<file path="src/rtl/cpu_defs.sv">
// rtl/cpu_defs.sv - shared CPU constants, opcode classes and dispatch types
package cpu_defs;

  localparam int ROB_W = 4;
  localparam int OP_W  = 6;

  localparam logic [ROB_W-1:0] ZERO_TAG = '0;

  localparam logic [OP_W-1:0] OP_LUI   = 6'd1;
  localparam logic [OP_W-1:0] OP_AUIPC = 6'd2;
  localparam logic [OP_W-1:0] OP_JAL   = 6'd3;
  localparam logic [OP_W-1:0] OP_JALR  = 6'd4;
  localparam logic [OP_W-1:0] OP_BEQ   = 6'd5;
  localparam logic [OP_W-1:0] OP_BNE   = 6'd6;
  localparam logic [OP_W-1:0] OP_BLT   = 6'd7;
  localparam logic [OP_W-1:0] OP_BGE   = 6'd8;
  localparam logic [OP_W-1:0] OP_BLTU  = 6'd9;
  localparam logic [OP_W-1:0] OP_BGEU  = 6'd10;
  localparam logic [OP_W-1:0] OP_LB    = 6'd11;
  localparam logic [OP_W-1:0] OP_LH    = 6'd12;
  localparam logic [OP_W-1:0] OP_LW    = 6'd13;
  localparam logic [OP_W-1:0] OP_LBU   = 6'd14;
  localparam logic [OP_W-1:0] OP_LHU   = 6'd15;
  localparam logic [OP_W-1:0] OP_SB    = 6'd16;
  localparam logic [OP_W-1:0] OP_SH    = 6'd17;
  localparam logic [OP_W-1:0] OP_SW    = 6'd18;
  localparam logic [OP_W-1:0] OP_ADDI  = 6'd19;
  localparam logic [OP_W-1:0] OP_SLTI  = 6'd20;
  localparam logic [OP_W-1:0] OP_SLTIU = 6'd21;
  localparam logic [OP_W-1:0] OP_XORI  = 6'd22;
  localparam logic [OP_W-1:0] OP_ORI   = 6'd23;
  localparam logic [OP_W-1:0] OP_ANDI  = 6'd24;
  localparam logic [OP_W-1:0] OP_SLLI  = 6'd25;
  localparam logic [OP_W-1:0] OP_SRLI  = 6'd26;
  localparam logic [OP_W-1:0] OP_SRAI  = 6'd27;
  localparam logic [OP_W-1:0] OP_ADD   = 6'd28;
  localparam logic [OP_W-1:0] OP_SUB   = 6'd29;
  localparam logic [OP_W-1:0] OP_SLL   = 6'd30;
  localparam logic [OP_W-1:0] OP_SLT   = 6'd31;
  localparam logic [OP_W-1:0] OP_SLTU  = 6'd32;
  localparam logic [OP_W-1:0] OP_XOR   = 6'd33;
  localparam logic [OP_W-1:0] OP_SRL   = 6'd34;
  localparam logic [OP_W-1:0] OP_SRA   = 6'd35;
  localparam logic [OP_W-1:0] OP_OR    = 6'd36;
  localparam logic [OP_W-1:0] OP_AND   = 6'd37;

  typedef enum logic {ST_EMPTY, ST_PENDING} disp_state_e;

  typedef struct packed {
    logic [OP_W-1:0] opcode;
    logic [4:0]      rd;
    logic [4:0]      rs1;
    logic [4:0]      rs2;
    logic [31:0]     imm;
    logic [31:0]     pc;
    logic            pred_br;
  } inst_t;

  function automatic logic is_mem(input logic [OP_W-1:0] op);
    return (op >= OP_LB) && (op <= OP_SW);
  endfunction

  function automatic logic is_store(input logic [OP_W-1:0] op);
    return (op >= OP_SB) && (op <= OP_SW);
  endfunction

  function automatic logic is_branch(input logic [OP_W-1:0] op);
    return (op >= OP_BEQ) && (op <= OP_BGEU);
  endfunction

  function automatic logic writes_rd(input logic [OP_W-1:0] op);
    return !is_branch(op) && !is_store(op);
  endfunction

  function automatic logic uses_rs2(input logic [OP_W-1:0] op);
    return is_branch(op) || is_store(op) || ((op >= OP_ADD) && (op <= OP_AND));
  endfunction

endpackage

</file>
<file path="src/rtl/operand_resolve.sv">
// rtl/operand_resolve.sv - priority mux resolving one source operand
module operand_resolve
  import cpu_defs::*;
(
  input  logic [4:0]       rs,
  input  logic             rf_busy,
  input  logic [ROB_W-1:0] rf_tag,
  input  logic [31:0]      rf_val,
  input  logic             alu_en,
  input  logic [ROB_W-1:0] alu_id,
  input  logic [31:0]      alu_val,
  input  logic             lsb_en,
  input  logic [ROB_W-1:0] lsb_id,
  input  logic [31:0]      lsb_val,
  input  logic             rob_rdy,
  input  logic [31:0]      rob_val,
  output logic [31:0]      val,
  output logic [ROB_W-1:0] tag,
  output logic             ready
);

  always_comb begin
    val   = '0;
    tag   = ZERO_TAG;
    ready = 1'b1;
    if (rs == 5'd0) begin
      val = '0;
    end else if (!rf_busy) begin
      val = rf_val;
    end else if (alu_en && (alu_id == rf_tag)) begin
      val = alu_val;
    end else if (lsb_en && (lsb_id == rf_tag)) begin
      val = lsb_val;
    end else if (rob_rdy) begin
      val = rob_val;
    end else begin
      tag   = rf_tag;
      ready = 1'b0;
    end
  end

endmodule

</file>
<file path="src/rtl/dispatcher.sv">
// rtl/dispatcher.sv - issue-side transmitter from instruction queue to ROB/RS/LSB
module dispatcher
  import cpu_defs::*;
(
  input  logic              clk,
  input  logic              rst,
  input  logic              rdy,
  input  logic              clear,
  input  logic              inst_valid,
  input  logic [OP_W-1:0]   inst_opcode,
  input  logic [4:0]        inst_rd,
  input  logic [4:0]        inst_rs1,
  input  logic [4:0]        inst_rs2,
  input  logic [31:0]       inst_imm,
  input  logic [31:0]       inst_pc,
  input  logic              inst_pred_br,
  output logic              inst_ready,
  output logic [4:0]        rf_rs1_id,
  output logic [4:0]        rf_rs2_id,
  input  logic              rf_rs1_busy,
  input  logic [ROB_W-1:0]  rf_rs1_tag,
  input  logic [31:0]       rf_rs1_val,
  input  logic              rf_rs2_busy,
  input  logic [ROB_W-1:0]  rf_rs2_tag,
  input  logic [31:0]       rf_rs2_val,
  output logic [ROB_W-1:0]  rob_q1_tag,
  output logic [ROB_W-1:0]  rob_q2_tag,
  input  logic              rob_q1_rdy,
  input  logic [31:0]       rob_q1_val,
  input  logic              rob_q2_rdy,
  input  logic [31:0]       rob_q2_val,
  input  logic              alu_upt_en,
  input  logic [ROB_W-1:0]  alu_upt_rob_id,
  input  logic [31:0]       alu_upt_val,
  input  logic              lsb_upt_en,
  input  logic [ROB_W-1:0]  lsb_upt_rob_id,
  input  logic [31:0]       lsb_upt_val,
  input  logic              rob_full,
  input  logic [ROB_W-1:0]  rob_free_id,
  input  logic              rs_full,
  input  logic              lsb_full,
  output logic              issue_en,
  output logic [OP_W-1:0]   issue_opcode,
  output logic [4:0]        issue_rd,
  output logic [31:0]       issue_des_pc,
  output logic              issue_pre_br,
  output logic              rs_issue_en,
  output logic              lsb_issue_en,
  output logic [31:0]       op_v1,
  output logic [31:0]       op_v2,
  output logic [ROB_W-1:0]  op_q1,
  output logic [ROB_W-1:0]  op_q2,
  output logic              op_r1,
  output logic              op_r2,
  output logic [31:0]       op_imm,
  output logic [ROB_W-1:0]  op_rob_id,
  output logic              rf_rename_en,
  output logic [4:0]        rf_rename_rd,
  output logic [ROB_W-1:0]  rf_rename_tag
);

  disp_state_e state;
  inst_t       held;

  logic             held_mem;
  logic             go;
  logic             pop;
  logic [31:0]      v1, v2, v2_raw;
  logic [ROB_W-1:0] q1, q2, q2_raw;
  logic             r1, r2, r2_raw;

  assign held_mem = is_mem(held.opcode);
  assign go  = rdy && !clear && (state == ST_PENDING) && !rob_full &&
               !(held_mem ? lsb_full : rs_full);
  // A slot frees up either when empty or when the held instruction leaves this edge.
  assign pop = rdy && !clear && inst_valid && ((state == ST_EMPTY) || go);
  assign inst_ready = rst && pop;

  assign rf_rs1_id  = held.rs1;
  assign rf_rs2_id  = held.rs2;
  assign rob_q1_tag = (state == ST_PENDING) ? rf_rs1_tag : ZERO_TAG;
  assign rob_q2_tag = (state == ST_PENDING) ? rf_rs2_tag : ZERO_TAG;

  operand_resolve u_rs1 (
    .rs(held.rs1), .rf_busy(rf_rs1_busy), .rf_tag(rf_rs1_tag), .rf_val(rf_rs1_val),
    .alu_en(alu_upt_en), .alu_id(alu_upt_rob_id), .alu_val(alu_upt_val),
    .lsb_en(lsb_upt_en), .lsb_id(lsb_upt_rob_id), .lsb_val(lsb_upt_val),
    .rob_rdy(rob_q1_rdy), .rob_val(rob_q1_val),
    .val(v1), .tag(q1), .ready(r1)
  );

  operand_resolve u_rs2 (
    .rs(held.rs2), .rf_busy(rf_rs2_busy), .rf_tag(rf_rs2_tag), .rf_val(rf_rs2_val),
    .alu_en(alu_upt_en), .alu_id(alu_upt_rob_id), .alu_val(alu_upt_val),
    .lsb_en(lsb_upt_en), .lsb_id(lsb_upt_rob_id), .lsb_val(lsb_upt_val),
    .rob_rdy(rob_q2_rdy), .rob_val(rob_q2_val),
    .val(v2_raw), .tag(q2_raw), .ready(r2_raw)
  );

  always_comb begin
    v2 = v2_raw;
    q2 = q2_raw;
    r2 = r2_raw;
    if (!uses_rs2(held.opcode)) begin
      v2 = '0;
      q2 = ZERO_TAG;
      r2 = 1'b1;
    end
  end

  always_ff @(posedge clk or negedge rst) begin
    if (!rst) begin
      state         <= ST_EMPTY;
      held          <= '0;
      issue_en      <= 1'b0;
      issue_opcode  <= '0;
      issue_rd      <= '0;
      issue_des_pc  <= '0;
      issue_pre_br  <= 1'b0;
      rs_issue_en   <= 1'b0;
      lsb_issue_en  <= 1'b0;
      op_v1         <= '0;
      op_v2         <= '0;
      op_q1         <= ZERO_TAG;
      op_q2         <= ZERO_TAG;
      op_r1         <= 1'b0;
      op_r2         <= 1'b0;
      op_imm        <= '0;
      op_rob_id     <= ZERO_TAG;
      rf_rename_en  <= 1'b0;
      rf_rename_rd  <= '0;
      rf_rename_tag <= ZERO_TAG;
    end else if (rdy) begin
      if (clear) begin
        state        <= ST_EMPTY;
        issue_en     <= 1'b0;
        rs_issue_en  <= 1'b0;
        lsb_issue_en <= 1'b0;
        rf_rename_en <= 1'b0;
      end else begin
        issue_en     <= go;
        rs_issue_en  <= go && !held_mem;
        lsb_issue_en <= go && held_mem;
        rf_rename_en <= go && writes_rd(held.opcode) && (held.rd != 5'd0);
        if (go) begin
          issue_opcode  <= held.opcode;
          issue_rd      <= writes_rd(held.opcode) ? held.rd : 5'd0;
          issue_des_pc  <= held.pc;
          issue_pre_br  <= held.pred_br;
          op_v1         <= v1;
          op_v2         <= v2;
          op_q1         <= q1;
          op_q2         <= q2;
          op_r1         <= r1;
          op_r2         <= r2;
          op_imm        <= held.imm;
          op_rob_id     <= rob_free_id;
          rf_rename_rd  <= held.rd;
          rf_rename_tag <= rob_free_id;
        end
        if (pop) begin
          state        <= ST_PENDING;
          held.opcode  <= inst_opcode;
          held.rd      <= inst_rd;
          held.rs1     <= inst_rs1;
          held.rs2     <= inst_rs2;
          held.imm     <= inst_imm;
          held.pc      <= inst_pc;
          held.pred_br <= inst_pred_br;
        end else if (go) begin
          state <= ST_EMPTY;
        end
      end
    end
  end

endmodule

</file>
<file path="config.mk">
export PLATFORM = sky130hd
export DESIGN_NAME = dispatcher
export DESIGN_NICKNAME = d
export VERILOG_FILES = /design/src/rtl/cpu_defs.sv /design/src/rtl/operand_resolve.sv /design/src/rtl/dispatcher.sv
export SDC_FILE = /design/constraint.sdc
export NUM_CORES = 1
export LEC_CHECK = 0
export CAP_MARGIN = 25
export CELL_PAD_IN_SITES_DETAIL_PLACEMENT = 1
export CELL_PAD_IN_SITES_GLOBAL_PLACEMENT = 2
export CORE_MARGIN = 2
export CORE_UTILIZATION = 27
export DETAILED_ROUTE_END_ITERATION = 12
export PLACE_DENSITY_LB_ADDON = 0.1
export RECOVER_POWER = 100
export SLEW_MARGIN = 20
export SYNTH_ARGS = -nofsm -noshare
export SYNTH_HDL_FRONTEND = slang
export SYNTH_SLANG_ARGS = --single-unit
</file>
<file path="constraint.sdc">
create_clock -name clk -period 10.9 [get_ports clk]
set_input_delay 3.27 -clock clk [delete_from_list [all_inputs] [get_ports clk]]
set_output_delay 3.27 -clock clk [all_outputs]
set_load 0.01 [all_outputs]
</file>
### Word level (Yosys, flattened, before mapping)

Index checks and enable logic that the tools add are counted.

* flip-flop bits (word level): 250
* output and inout bits: 186
* word-level logic and storage cells: 118

* order comparisons: 7
* equal/unequal tests: 4
* muxes and demuxes: 44
* bitwise logic cells: 2
* reductions and logical operators: 36

Operator list (count)
* two-way mux 32 bit: 11
* two-way mux 4 bit: 13
* logical AND 1 bit: 20
* two-way mux 1 bit: 19
* == test 4 bit: 4
* >= comparator 6 x 5 -> 1 bit, second input constant: 2
* logical NOT 5 bit: 2
* >= comparator 6 x 3 -> 1 bit, second input constant: 1
* >= comparator 6 x 4 -> 1 bit, second input constant: 1
* less-or-equal comparator 6 x 4 -> 1 bit, second input constant: 1
* less-or-equal comparator 6 x 5 -> 1 bit, second input constant: 1
* less-or-equal comparator 6 bit, second input constant: 1
* logical NOT 1 bit: 6
* AND reduction 3 bit: 2
* two-way mux 5 bit: 1
* nonzero test 5 bit: 1
* logical OR 1 bit: 3
* nonzero test 3 bit: 1
* inverter 1 bit: 2
* AND reduction 2 bit: 1

### Logic depth before layout (Yosys ltp)

Gate-level depths: netlist of the first run.

* word-level depth: 9
* depth in mapped cells: 9

### Cells and area by module

From an unflattened synthesis of the first run, not the netlist that was laid out.

* cells, all modules: 1343
* area, all modules: 13047.5 um2

Modules (own cells, without submodules)
* dispatcher: times used 1, cells an instance 927, area each 9801.9 um2
* operand_resolve: times used 2, cells an instance 208, area each 1622.8 um2

### Worst setup path before layout of the first run

Ideal clock, no wire load.

* path type: input -> output
* from: in lsb_full
* to: out inst_ready
* arrival: 4.737 ns
* data required time: 7.630 ns
* setup slack: 2.893 ns
* stages on the path: 7
* path buffers: 2
* path through: nor4bb_1 mux2_2 a211o_1 a21oi_2 buf_4 buf_4 and2_1

* cells in the longest elaborated chain, start to end: 6

RTL lines
* start, declared: line dispatcher.sv:41 `input logic lsb_full,`
* two-way mux 1 bit: line dispatcher.sv:74 `!(held_mem ? lsb_full : rs_full);`
* logical NOT 1 bit: line dispatcher.sv:74
* logical AND 1 bit: line dispatcher.sv:73 `assign go = rdy && !clear && (state == ST_PENDING) && !rob_full &&`
* logical OR 1 bit: line dispatcher.sv:76 `assign pop = rdy && !clear && inst_valid && ((state == ST_EMPTY) || go);`
* logical AND 1 bit: line dispatcher.sv:76
* logical AND 1 bit: line dispatcher.sv:77 `assign inst_ready = rst && pop;`
* end, declared: line dispatcher.sv:17 `output logic inst_ready,`

Every way passes these cells.

### Worst setup path in the final report of the first run

* from: in rdy
* to: reg held, in the netlist rf_rs1_id[3]

* cells in the longest elaborated chain, start to end: 7
* elaborated cells on any way between the ends: 8
* classes of those cells: 8 x reduce/logical

RTL lines
* start, declared: line dispatcher.sv:7 `input logic rdy,`
* logical AND 1 bit: line dispatcher.sv:73, dispatcher.sv:76
* logical AND 1 bit (3 in series): line dispatcher.sv:73
* logical OR 1 bit: line dispatcher.sv:76
* logical AND 1 bit: line dispatcher.sv:76
* AND reduction 3 bit (no source line) *
* end, declared: line dispatcher.sv:63 `inst_t held;`

Every way passes the cells marked *; elsewhere a longest branch is shown, timed or not.
A chain may end at the register's enable or synchronous reset.

==> results of run 1 <==
[layer usage]
metal,up-vias,share of wire [%],wire [um]
met2,388,48,27440
met4,14,2.0,1151
met5,-,0.17,98
met1,5917,42,23940
met3,74,7.6,4299
li1,5408,-,-
[kinds of logic (layout without fill, tap and decap cells)]
group | after synthesis | after routing
compound gates | 360 | 360
flops | 250 | 250
other cells | 0 | 13
mux | 88 | 88
simple gates | 417 | 417
xor+xnor | 14 | 14
buf+inv | 146 | 593
[cell type report]
cell class	instances	share of cell area [%]
antenna	13	0.1727
sequential	250	33.20
inverter	14	0.2789
multi-input combinational	879	29.19
timing repair buffer	522	27.27
clock buffer	48	5.041
clock inverter	9	0.8633
tap	600	3.985
[worst min-delay path, cell delays in order (launching register included)]
cell and delay (ns):
dfrtp_1 0.34, nand2_1 0.05, nand2_1 0.05
[power by group through the flow]
stage	clock network [W]	registers (W)	logic, W
after floorplan	0	0.00150	0.000421
final	0.00112	0.00140	0.00122
after global routing	0.00119	0.00145	0.00132
after CTS	0.00115	0.00142	0.00132
after global placement	0	0.00142	0.00130
after detailed placement	0	0.00143	0.00131
[sequential cells by signal (all words and copies together) (netlist names), 5 cells and up]
name	count
rf_rs2_id	5
rf_rename_rd	5
held	76
issue_opcode	6
op_v2	32
issue_rd	5
op_imm	32
issue_des_pc	32
op_v1	32
rf_rs1_id	5
[worst paths after layout]
path | from | to | cells after the start | slack (ns)
hold / removal | held[0] | issue_pre_br | 2 | 0.46
hold reg to reg | held[0] | issue_pre_br | 2 | 0.46
min in group asynchronous | rst | issue_des_pc[17] | 1 | 2.70
setup reg to reg | held[81] | rf_rs1_id[3] | 7 | 4.46
max in group asynchronous | rst | op_v1[31] | 2 | 3.67
setup / recovery | rdy | rf_rs1_id[3] | 8 | 1.79
[placed cells by master, fill, tap and decap left out, types with 2 or more instances in the layout]
cell | netlist | final
diode_2 | 0 | 13
bufinv_16 | 0 | 4
inv_1 | 14 | 14
clkbuf_16 | 0 | 31
xnor2_1 | 3 | 3
dlygate4sd3_1 | 0 | 188
mux2_1 | 29 | 30
mux2_2 | 58 | 57
and2_1 | 13 | 14
nor2b_1 | 67 | 67
nand2_1 | 306 | 306
nor3b_1 | 3 | 2
o2111ai_1 | 32 | 32
buf_4 | 18 | 19
nand3b_1 | 2 | 2
clkinv_2 | 0 | 3
a211oi_1 | 66 | 66
a32oi_1 | 64 | 64
clkbuf_2 | 0 | 2
buf_2 | 25 | 2
a21oi_1 | 65 | 66
o21ai_0 | 68 | 74
nor4bb_1 | 2 | 2
a22o_1 | 5 | 5
and3_1 | 2 | 2
a2111oi_4 | 1 | 2
nand2b_1 | 3 | 3
clkbuf_8 | 0 | 11
clkbuf_1 | 84 | 10
nor3_1 | 5 | 4
clkdlybuf4s50_1 | 0 | 306
nor2_1 | 6 | 6
dfrtp_1 | 250 | 250
o31ai_1 | 41 | 41
xor2_1 | 11 | 11
[per-stage QoR]
stage,setup slack (ns),instances,hold slack (ns),instance area [um2],utilization [%]
floorplan,2.893,1275,0.4315,12390,-
CTS,2.001,2322,0.4656,18890,41.63
detailed placement,2.001,2265,0.4509,17780,39.18
global placement,2.042,2265,0.4389,17780,39.18
global route,1.240,2333,0.4871,18840,41.51
finish,1.793,2335,0.4591,18840,41.52
==> summary.md, run 1 <==
Outcome
- complete, but fails checks — run status
- max-capacitance violations, max-slew violations — failing checks

Synthesis
- compound AO/OA/AOI/OAI gates — dominant combinational cell family by area after synthesis
- dfrtp_1 — cell type with the largest total area after synthesis
- 0% — arithmetic-cell share of the synthesized area counting full adders, half adders and majority gates
- 47 — Cell variety after synth
- 20.29% — area fraction in compound gates after synthesis
- 100.0% — share of synthesized registers carrying an async set or reset
- 250 — FF+latch count, synth
- 50.48% — share of the synthesized area in the top cell type
- dfrtp_1 — Synth Flop Type
- 14.96% — share of synthesized cell area in and, or, nand and nor gates
- nand2_1, dfrtp_1, clkbuf_1 — top cells by instance count after synthesis
- 1587 — post-synthesis net count
- 0.9895% — parity-gate share of the synthesized area counting xor and xnor cells
- 12390 um2 — Post-Synthesis Cell Area
- nand2_1 — most numerous cell in the Yosys netlist
- 0 — number of warnings issued by yosys
- 50.48% — share of the yosys chip area belonging to registers
- 0 — EDFF count, synth
- 7.987% — portion of netlist area occupied by mux cells
- 1275 — number of instances in the synthesized netlist
- dfrtp_1, nand2_1, mux2_2, a32oi_1, a211oi_1 — top post-synthesis cells by area
- 9.719 um2 — synthesized area per cell

Clocking
- 0.60 ns — insertion delay of the later-clocked pin in the worst-skew pair
- 0 — buffers inserted by post-CTS timing repair
- 0 — # hold bufs at CTS
- 1 — Max H-tree Level
- built — TritonCTS clock tree
- 31 — number of CTS-inserted buffers
- 3 — number of buffers on the longest clock path
- clkbuf_16 — root buffer cell
- 0 — cells resized by post-CTS repair
- 0.06 ns — clock-pin slew reported for the worst setup and hold paths after clock tree synthesis
- 250 — clock tree sinks

Timing
- -182.1% — max_slew headroom
- 0.01537 ns — Final Skew
- 9.107 ns — final critical delay including setup and external delays
- 0 — hold violation total from the final report
- 4.231 ns — measured slew at the worst slew-check pin
- 109.8 MHz — highest clock frequency the design can meet
- 0 — # setup viols final
- false — setup repair after global routing missed its margin
- 497 — number of pins exceeding their max-slew limit in the final report
- 0 ns — TNS Setup
- 83.55% — fin crit share

Critical path
- 11.41 ns — Data required, critical path
- input pin — element type at the critical path start
- dlygate4sd3_1, nor2b_1, nand3b_1, a211o_4, a21oi_1, clkbuf_1, clkbuf_1, mux2_2 — critical path cell sequence
- 9.62 ns — arrival time worst endpoint
- register — CP endpoint kind
- 65 — critical path peak fanout
- 3 — Critical path buffers and inverters
- 2.84 ns — CP peak stage delay
- input pin to register — Crit Path Category
- clkbuf_1 — cell at the slowest stage of the critical path
- clkbuf_1 — library cell appearing most often on the critical path
- buffers and inverters — largest delay contributor family on the critical path

Pwr
- 8.101 nW — Static Leak
- 0.1127 mV — worst IR drop on VDD
- 0.001203 W — net switching power figure
- 37.5% — sequential cell fraction of total power
- 198.6 nW/um2 — areal power density over the cells
- 0.002538 W — cell-internal power
- 30.0% — clock share of power
- 32.15% — switching portion of total power
- 32.5% — part of the power in combinational logic
- 0.003741 W — sum of internal, switching and leakage power

Finish
- 6256 um2 — sequential standard cell area
- 2010 — number of nets at the end of the flow
- 52.04% — synthesis-to-finish area growth
- 8.130% — fraction of final layout cells sized beyond drive strength 1
- 5499 um2 — multi-input combinational cell area
- 5086 — Filler cells

Detailed routing
- 5.054 — per-cell via count in the routed design
- 56930 um — total routed wirelength
- 653 — DRT iter0 DRCs
- 24.38 um — detailed-route wire length per cell
- 11.80k — via count
- 0 — Antenna Nets Post-Route
- 5 — Detailed Routing Iterations Pass 1
- 0 — post-route DRC violation count

Die
- 218.2 um — Chip Height
- 78 — count of standard-cell rows
- 45380 um2 — core area
- 218.2 um — Die W
- 47630 um2 — Die Outline Area
- 498 — count of boundary I/O pins
- 27.31% — effective utilization at floorplan

Min path
- register to register — worst min-delay path category

Global routing
- 12.37k — number of global-route vias before repair
- 6.639% — met3 track utilization from global routing
- met2 — most crowded layer after global routing
- 23.20% — Total Routing Usage GR
- 19 — initial antenna violation count
- 37.96% — GR met2 Demand/Resource
- 29.67% — met1 routing resource usage after global routing
- 82950 um — wire length of the first global-routing pass
- 173 — maximum number of pins on one net before global-route repair
- 0 — Remaining Overflow, GRT

Placement
- 0.8478 — Placer Congestion
- 497 — number of port buffers
- 39190 um — DPL Wire Length

Run
- 5 — max cap viols

Power figures use the tool's default switching activity.
==> inputs of run 2 (changes only) <==
--- a/config.mk
+++ b/config.mk
@@ -9,7 +9,7 @@
 export CELL_PAD_IN_SITES_DETAIL_PLACEMENT = 1
 export CELL_PAD_IN_SITES_GLOBAL_PLACEMENT = 2
 export CORE_MARGIN = 2
-export CORE_UTILIZATION = 27
+export CORE_UTILIZATION = 25
 export DETAILED_ROUTE_END_ITERATION = 12
 export PLACE_DENSITY_LB_ADDON = 0.1
 export RECOVER_POWER = 100
==> constraint.sdc (replaced) <==
create_clock -name clk -period 9 [get_ports clk]
set_input_delay 2.7 -clock clk [delete_from_list [all_inputs] [get_ports clk]]
set_output_delay 2.7 -clock clk [all_outputs]
set_load 0.01 [all_outputs]
==> run 2 against run 1 <==
The run still ends with max-capacitance violations, max-slew violations left. Sequential cell count unchanged. Setup slack worse by 0.90 ns. Sequential power up 21%. Global-route usage down 1.1 points. Utilization down 3.1 points. Final cell count up 2.5%. Critical path depth unchanged. Design area down 0.16%. Non-clock buffer count up 2. Clock power up 11%. Critical endpoint is now inst_ready.
==> summary.md, run 2 (same netlist as run 1, synthesis figures left out) <==
Pwr
- 0.1334 mV — worst IR drop on VDD, was 0.1127 mV
- 8.067 nW — Static Leak, was 8.101 nW
- 38.6% — sequential cell fraction of total power, was 37.5%
- 28.1% — clock share of power, was 30.0%
- 0.002973 W — cell-internal power, was 0.002538 W
- 32.64% — switching portion of total power, was 32.15%
- 234.6 nW/um2 — areal power density over the cells, was 198.6 nW/um2
- 0.001440 W — net switching power figure, was 0.001203 W
- 33.3% — part of the power in combinational logic, was 32.5%

Placement
- 497 — number of port buffers, unchanged
- 0.9898 ns — Setup WS pre-CTS, was 2.001 ns
- 0.8338 — Placer Congestion, was 0.8478
- 40780 um — DPL Wire Length, was 39190 um

Timing
- 0.01712 ns — Final Skew, was 0.01537 ns
- 8.104 ns — final critical delay including setup and external delays
- 0 ns — TNS Setup, unchanged
- 0 — # setup viols final, unchanged
- 433 — number of pins exceeding their max-slew limit in the final report, was 497
- false — setup repair after global routing missed its margin, unchanged
- 0.8963 ns — post-route setup slack, was 1.793 ns
- 123.4 MHz — highest clock frequency the design can meet
- 4.296 ns — measured slew at the worst slew-check pin, was 4.231 ns
- -186.4% — max_slew headroom, was -182.1%
- 90.04% — fin crit share
- 0 — hold violation total from the final report, unchanged

Clocking
- 0.06 ns — clock-pin slew reported for the worst setup and hold paths after clock tree synthesis, about the same
- 0 — buffers inserted by post-CTS timing repair, unchanged
- clkbuf_16 — root buffer cell, unchanged
- 0.57 ns — insertion delay of the later-clocked pin in the worst-skew pair, was 0.60 ns
- 0 — cells resized by post-CTS repair, unchanged
- 250 — clock tree sinks, unchanged
- 0 — # hold bufs at CTS, unchanged
- 3 — number of buffers on the longest clock path, unchanged
- built — TritonCTS clock tree, unchanged
- 31 — number of CTS-inserted buffers, unchanged
- 1 — Max H-tree Level, unchanged

Finish
- 51.80% — synthesis-to-finish area growth, was 52.04%
- 2012 — number of nets at the end of the flow, was 2010
- held — largest register by flop count, unchanged
- nand2_1, clkdlybuf4s50_1, dfrtp_1 — highest-count cells in the layout ignoring fill and taps, unchanged
- 7.844% — fraction of final layout cells sized beyond drive strength 1, was 8.130%
- 5535 — Filler cells, was 5086
- 76 — number of flip-flops under the largest register name, unchanged

Critical path
- 6.30 ns — Data required, critical path, was 11.41 ns
- primary output — CP endpoint kind, was register
- input pin to primary output — Crit Path Category, was input pin to register
- 16 — critical path peak fanout, was 65
- 6 — r2r worst-path depth, was 7
- 5.40 ns — arrival time worst endpoint, was 9.62 ns
- input pin — element type at the critical path start, unchanged

Detailed routing
- met5 — top layer in use, unchanged
- 58180 um — total routed wirelength, was 56930 um
- 4.924 — per-cell via count in the routed design, was 5.054
- 24670 um — WL met1, was 23940 um
- 24.31 um — detailed-route wire length per cell, was 24.38 um
- 0 — post-route DRC violation count, unchanged
- 3876 um — met3 WL post-DR, was 4299 um
- 642 — DRT iter0 DRCs, was 653
- 0 — Antenna Nets Post-Route, unchanged
- 11.78k — via count, was 11.80k
- 28090 um — wire length on met2, was 27440 um
- 5 — Detailed Routing Iterations Pass 1, unchanged

Min path
- 2 — number of cells on the worst hold path, unchanged
- register to register — worst min-delay path category, unchanged

Global routing
- 0 — Remaining Overflow, GRT, unchanged
- 173 — maximum number of pins on one net before global-route repair, unchanged
- 17 — initial antenna violation count, was 19
- 22.10% — Total Routing Usage GR, was 23.20%
- 84440 um — wire length of the first global-routing pass, was 82950 um
- 12.50k — number of global-route vias before repair, was 12.37k

Die
- 81 — count of standard-cell rows, was 78
- 51360 um2 — Die Outline Area, was 47630 um2
- 226.6 um — Die W, was 218.2 um
- 226.6 um — Chip Height, was 218.2 um
- 48950 um2 — core area, was 45380 um2
- 498 — count of boundary I/O pins, unchanged
- 25.32% — effective utilization at floorplan, was 27.31%

Outcome
- complete, but fails checks — run status, unchanged
- max-capacitance violations, max-slew violations — failing checks, unchanged

Run
- 5 — max cap viols, unchanged

## run 2: cell types whose count changed in the layout (fill, tap and decap cells not counted), sizes merged
cell	before	now
diode	13	8
buf	22	24
bufinv	4	2
clkbuf	54	53
clkinv	3	2
dlymetal6s4s	0	1
## run 2: layout make-up
class / count / area [um2] / area share [%]
Clock buffer: 48 / 899.6 / 4.783
Tap cell: 664 / 830.8 / 4.417
Multi-Input combinational cell: 879 / 5499 / 29.23
Sequential cell: 250 / 6256 / 33.26
Timing Repair Buffer: 524 / 5162 / 27.44
Antenna cell: 8 / 20.02 / 0.1064
Clock inverter: 6 / 90.09 / 0.4789
Inverter: 14 / 52.55 / 0.2794
## run 2: stage by stage
step                power, W  util (%)  area, um2  hold WS [ns]  std cells
finish              0.004413     38.43      18810        0.4500       2393
global route        0.004687     38.42      18810        0.4843       2391
CTS                 0.004611     38.58      18880        0.4593       2385
detailed placement  0.003334     36.56      17890        0.4494       2331
global placement    0.003299     36.50      17870        0.4394       2330
floorplan           0.002322         -      12390        0.4315       1275
## run 2: final timing paths
check                         start          endpoint  slack, ns
setup / recovery                rdy        inst_ready       0.90
hold / removal             held[58]        op_imm[25]       0.45
setup reg to reg           held[80]          op_q1[2]       3.01
hold reg to reg            held[58]        op_imm[25]       0.45
max in group asynchronous       rst             op_r1       2.27
min in group asynchronous       rst  issue_des_pc[29]       2.05
## run 2: critical path: stages
cell           delay [ns]
dlygate4sd3_1        0.63
nor2b_1              0.25
nand3b_1             0.26
a211o_4              0.35
a21oi_1              0.16
buf_4                0.26
and2_1               0.16
dlygate4sd3_1        0.61
## run 2: metal layers
layer / global-route usage [%] / up-vias
met5: 0 / -
met4: 5.879 / 14
met3: 5.728 / 90
met2: 36.90 / 406
met1: 28.24 / 5882
li1: - / 5392
## run 2: power groups by stage
stage	logic, W	registers [W]	clock network (W)
2_1_floorplan	0.000509	0.00181	0
3_3_place_gp	0.00158	0.00172	0
3_5_place_dp	0.00160	0.00174	0
4_1_cts	0.00160	0.00172	0.00129
5_1_grt	0.00160	0.00176	0.00133
6_report	0.00147	0.00170	0.00124
==> inputs of run 3 (changes only) <==
--- a/config.mk
+++ b/config.mk
@@ -9,11 +9,12 @@
 export CELL_PAD_IN_SITES_DETAIL_PLACEMENT = 1
 export CELL_PAD_IN_SITES_GLOBAL_PLACEMENT = 2
 export CORE_MARGIN = 2
-export CORE_UTILIZATION = 25
+export CORE_UTILIZATION = 26
 export DETAILED_ROUTE_END_ITERATION = 12
 export PLACE_DENSITY_LB_ADDON = 0.1
 export RECOVER_POWER = 100
 export SLEW_MARGIN = 20
 export SYNTH_ARGS = -nofsm -noshare
 export SYNTH_HDL_FRONTEND = slang
+export SYNTH_HIERARCHICAL = 1
 export SYNTH_SLANG_ARGS = --single-unit
==> run 3 against run 2 <==
The flow still finishes with violations (max-capacitance violations, max-slew violations). Die area up 1.2%. Final cell count grew 4.0%. Power rose by 6.4%. Setup slack improved by 0.43 ns. Sequential share of layout area shrank 1.2 points. Area after synthesis rose by 5.3%. Register-to-register slack improved by 0.52 ns. Hold slack improved by 0.0031 ns. Critical path type unchanged. Largest power group unchanged. Highest routed layer unchanged.
==> summary.md, run 3 <==
Outcome
- complete, but fails checks — run status, unchanged
- max-capacitance violations, max-slew violations — failing checks, unchanged

Critical path
- 3.53 ns — setup slack of the worst register-to-register path, was 3.01 ns
- input pin to primary output — Crit Path Category, unchanged
- held[82] — startpoint of the lowest-slack register-to-register path, was held[80]
- primary output — CP endpoint kind, unchanged
- 4.98 ns — arrival time worst endpoint, was 5.40 ns
- lsb_full — critical path startpoint, was rdy
- 3 — critical path peak fanout, was 16
- op_v2[4] — RR Endpoint, was op_q1[2]
- 6.30 ns — Data required, critical path, about the same
- input pin — element type at the critical path start, unchanged
- 7 — r2r worst-path depth, was 6

Synthesis
- 0% — arithmetic-cell share of the synthesized area counting full adders, half adders and majority gates, unchanged
- 12.50% — portion of netlist area occupied by mux cells, was 7.987%
- 10.84% — area fraction in compound gates after synthesis, was 20.29%
- dfrtp_1 — Synth Flop Type, unchanged
- 13050 um2 — Post-Synthesis Cell Area, was 12390 um2
- nand2_1 — most numerous cell in the Yosys netlist, unchanged
- 47.95% — share of the yosys chip area belonging to registers, was 50.48%
- 100.0% — share of synthesized registers carrying an async set or reset, unchanged
- dfrtp_1 — cell type with the largest total area after synthesis, unchanged
- simple AND/OR/NAND/NOR gates — dominant combinational cell family by area after synthesis, was compound AO/OA/AOI/OAI gates
- 1.141% — parity-gate share of the synthesized area counting xor and xnor cells, was 0.9895%
- nand2_1, dfrtp_1, and2_1 — top cells by instance count after synthesis, was nand2_1, dfrtp_1, clkbuf_1
- 9.715 um2 — synthesized area per cell, was 9.719 um2
- dfrtp_1, nand2_1, a211oi_2, mux2i_1, mux2_2 — top post-synthesis cells by area, was dfrtp_1, nand2_1, mux2_2, a32oi_1, a211oi_1
- 6 — number of warnings issued by yosys, was 0
- 250 — FF+latch count, synth, unchanged
- 22.64% — share of synthesized cell area in and, or, nand and nor gates, was 14.96%
- 46 — Cell variety after synth, was 47
- 0 — EDFF count, synth, unchanged
- 47.95% — share of the synthesized area in the top cell type, was 50.48%
- 1343 — number of instances in the synthesized netlist, was 1275
- 1655 — post-synthesis net count, was 1587

Finish
- 10.91% — fraction of final layout cells sized beyond drive strength 1, was 7.844%
- 2094 — number of nets at the end of the flow, was 2012
- 76 — number of flip-flops under the largest register name, unchanged
- 39.11% — core occupancy in the finished layout, was 38.43%
- nand2_1, clkdlybuf4s50_1, dfrtp_1 — highest-count cells in the layout ignoring fill and taps, unchanged
- nand2_1 — commonest non-fill, non-tap cell in the layout
- held — largest register by flop count, unchanged
- 49.47% — synthesis-to-finish area growth, was 51.80%

Pwr
- 27.3% — clock share of power, was 28.1%
- 0.004695 W — sum of internal, switching and leakage power, was 0.004413 W
- 0.1929 mV — worst IR drop on VDD, was 0.1334 mV
- 0.003134 W — cell-internal power, was 0.002973 W
- 0.001562 W — net switching power figure, was 0.001440 W
- 37.8% — sequential cell fraction of total power, was 38.6%
- 34.8% — part of the power in combinational logic, was 33.3%
- 8.636 nW — Static Leak, was 8.067 nW
- 240.8 nW/um2 — areal power density over the cells, was 234.6 nW/um2
- 33.26% — switching portion of total power, was 32.64%

Run
- 5 — max cap viols, unchanged

Placement
- 1.543 ns — Setup WS pre-CTS, was 0.9898 ns
- 497 — number of port buffers, unchanged
- 0.8279 — Placer Congestion, was 0.8338
- 38210 um — DPL Wire Length, was 40780 um

Detailed routing
- 54900 um — total routed wirelength, was 58180 um
- 0 — Antenna Nets Post-Route, unchanged
- 11.43k — via count, was 11.78k
- 22.06 um — detailed-route wire length per cell, was 24.31 um
- 0 — post-route DRC violation count, unchanged
- 4.595 — per-cell via count in the routed design, was 4.924
- 466 — DRT iter0 DRCs, was 642
- 6 — Detailed Routing Iterations Pass 1, was 5

Global routing
- 16 — initial antenna violation count, was 17
- 20.76% — Total Routing Usage GR, was 22.10%
- 12.37k — number of global-route vias before repair, was 12.50k
- 82280 um — wire length of the first global-routing pass, was 84440 um
- 0 — Remaining Overflow, GRT, unchanged
- 128 — maximum number of pins on one net before global-route repair, was 173

Timing
- 300 — number of pins exceeding their max-slew limit in the final report, was 433
- 1.323 ns — post-route setup slack, was 0.8963 ns
- 0 ns — TNS Setup, unchanged
- 3.805 ns — measured slew at the worst slew-check pin, was 4.296 ns
- 0.01911 ns — Final Skew, was 0.01712 ns
- 0 — hold violation total from the final report, unchanged
- 85.30% — fin crit share, was 90.04%
- 0 — # setup viols final, unchanged
- false — setup repair after global routing missed its margin, unchanged
- 130.3 MHz — highest clock frequency the design can meet, was 123.4 MHz
- -153.6% — max_slew headroom, was -186.4%
- 7.677 ns — final critical delay including setup and external delays, was 8.104 ns

Clocking
- 0 — # hold bufs at CTS, unchanged
- 0 — buffers inserted by post-CTS timing repair, unchanged
- 31 — number of CTS-inserted buffers, unchanged
- 1 — Max H-tree Level, unchanged
- 250 — clock tree sinks, unchanged
- built — TritonCTS clock tree, unchanged
- 3 — number of buffers on the longest clock path, unchanged
- 0.06 ns — clock-pin slew reported for the worst setup and hold paths after clock tree synthesis, about the same
- clkbuf_16 — root buffer cell, unchanged
- 0.57 ns — insertion delay of the later-clocked pin in the worst-skew pair, about the same
- 0 — cells resized by post-CTS repair, unchanged

Min path
- register to register — worst min-delay path category, unchanged
- op_imm[16] — terminating pin of the worst hold path, was op_imm[25]
- 2 — number of cells on the worst hold path, unchanged
- held[49] — Worst Min Path Start, was held[58]

Die
- 498 — count of boundary I/O pins, unchanged
- 26.17% — effective utilization at floorplan, was 25.32%
- 228.0 um — Chip Height, was 226.6 um
- 51990 um2 — Die Outline Area, was 51360 um2
- 49860 um2 — core area, was 48950 um2
- 228.0 um — Die W, was 226.6 um
- 82 — count of standard-cell rows, was 81

-- run 3: changes by cell type after synthesis, moves of 63 or more --
cell,previous run,this run
nand2_1,306,437
o21ai_0,68,1
nor2b_1,67,1
a32oi_1,64,0
mux2i_1,1,65
o22ai_1,1,64
-- run 3: kinds of logic (layout without fill, tap and decap cells) --
logic type,count (synthesis),count (layout)
AOI/OAI and AO/OA,152,152
xor gates and xnor gates,17,17
buffers and inverters,126,588
DFF,250,250
muxes,152,152
other,0,11
and+or+nand+nor,646,646
-- run 3: power groups by stage --
stage | registers (W) | clock network, W | logic (W)
global placement | 0.00179 | 0 | 0.00177
finish | 0.00178 | 0.00128 | 0.00164
floorplan | 0.00189 | 0 | 0.000602
global route | 0.00185 | 0.00138 | 0.00178
detailed placement | 0.00181 | 0 | 0.00178
CTS | 0.00180 | 0.00133 | 0.00179
-- run 3: metrics by stage --
stage / instance area (um2) / instances / hold slack (ns)
floorplan: 13050 / 1343 / 0.4315
global placement: 18480 / 2421 / 0.4390
detailed placement: 18480 / 2421 / 0.4497
CTS: 19510 / 2477 / 0.4617
global route: 19490 / 2483 / 0.4800
finish: 19500 / 2488 / 0.4531
-- run 3: final cells by class --
cell class	instances	area, um2
Clock buffer	45	878.3
Inverter	13	48.80
Clock inverter	11	157.7
Sequential cell	250	6256
Antenna cell	11	27.53
Multi-Input combinational cell	967	6171
Fill cell	5626	30360
Timing Repair Buffer	519	5122
Tap cell	672	840.8
-- run 3: worst max-delay path, stage by stage --
cell and delay (ns):
dlygate4sd3_1 0.55, nor4bb_1 0.14, mux2_1 0.35, a2111o_2 0.46
a21oi_1 0.15, dlygate4sd3_1 0.62
-- run 3: worst max path at each step --
stage	to	slack, ns
after floorplan	inst_ready	2.08
after CTS	inst_ready	1.53
after global routing	op_v2[4]	1.18
final	inst_ready	1.32
after detailed placement	inst_ready	1.54
after global placement	inst_ready	1.54
-- run 3: routing by layer --
layer / vias to the layer above / GRT usage (%) / part of all wire, %
li1: 5380 / - / -
met1: 5629 / 25.25 / 41
met2: 332 / 35.53 / 49
met3: 79 / 6.488 / 7.7
met4: 12 / 5.413 / 2.1
met5: - / 0 / 0.13
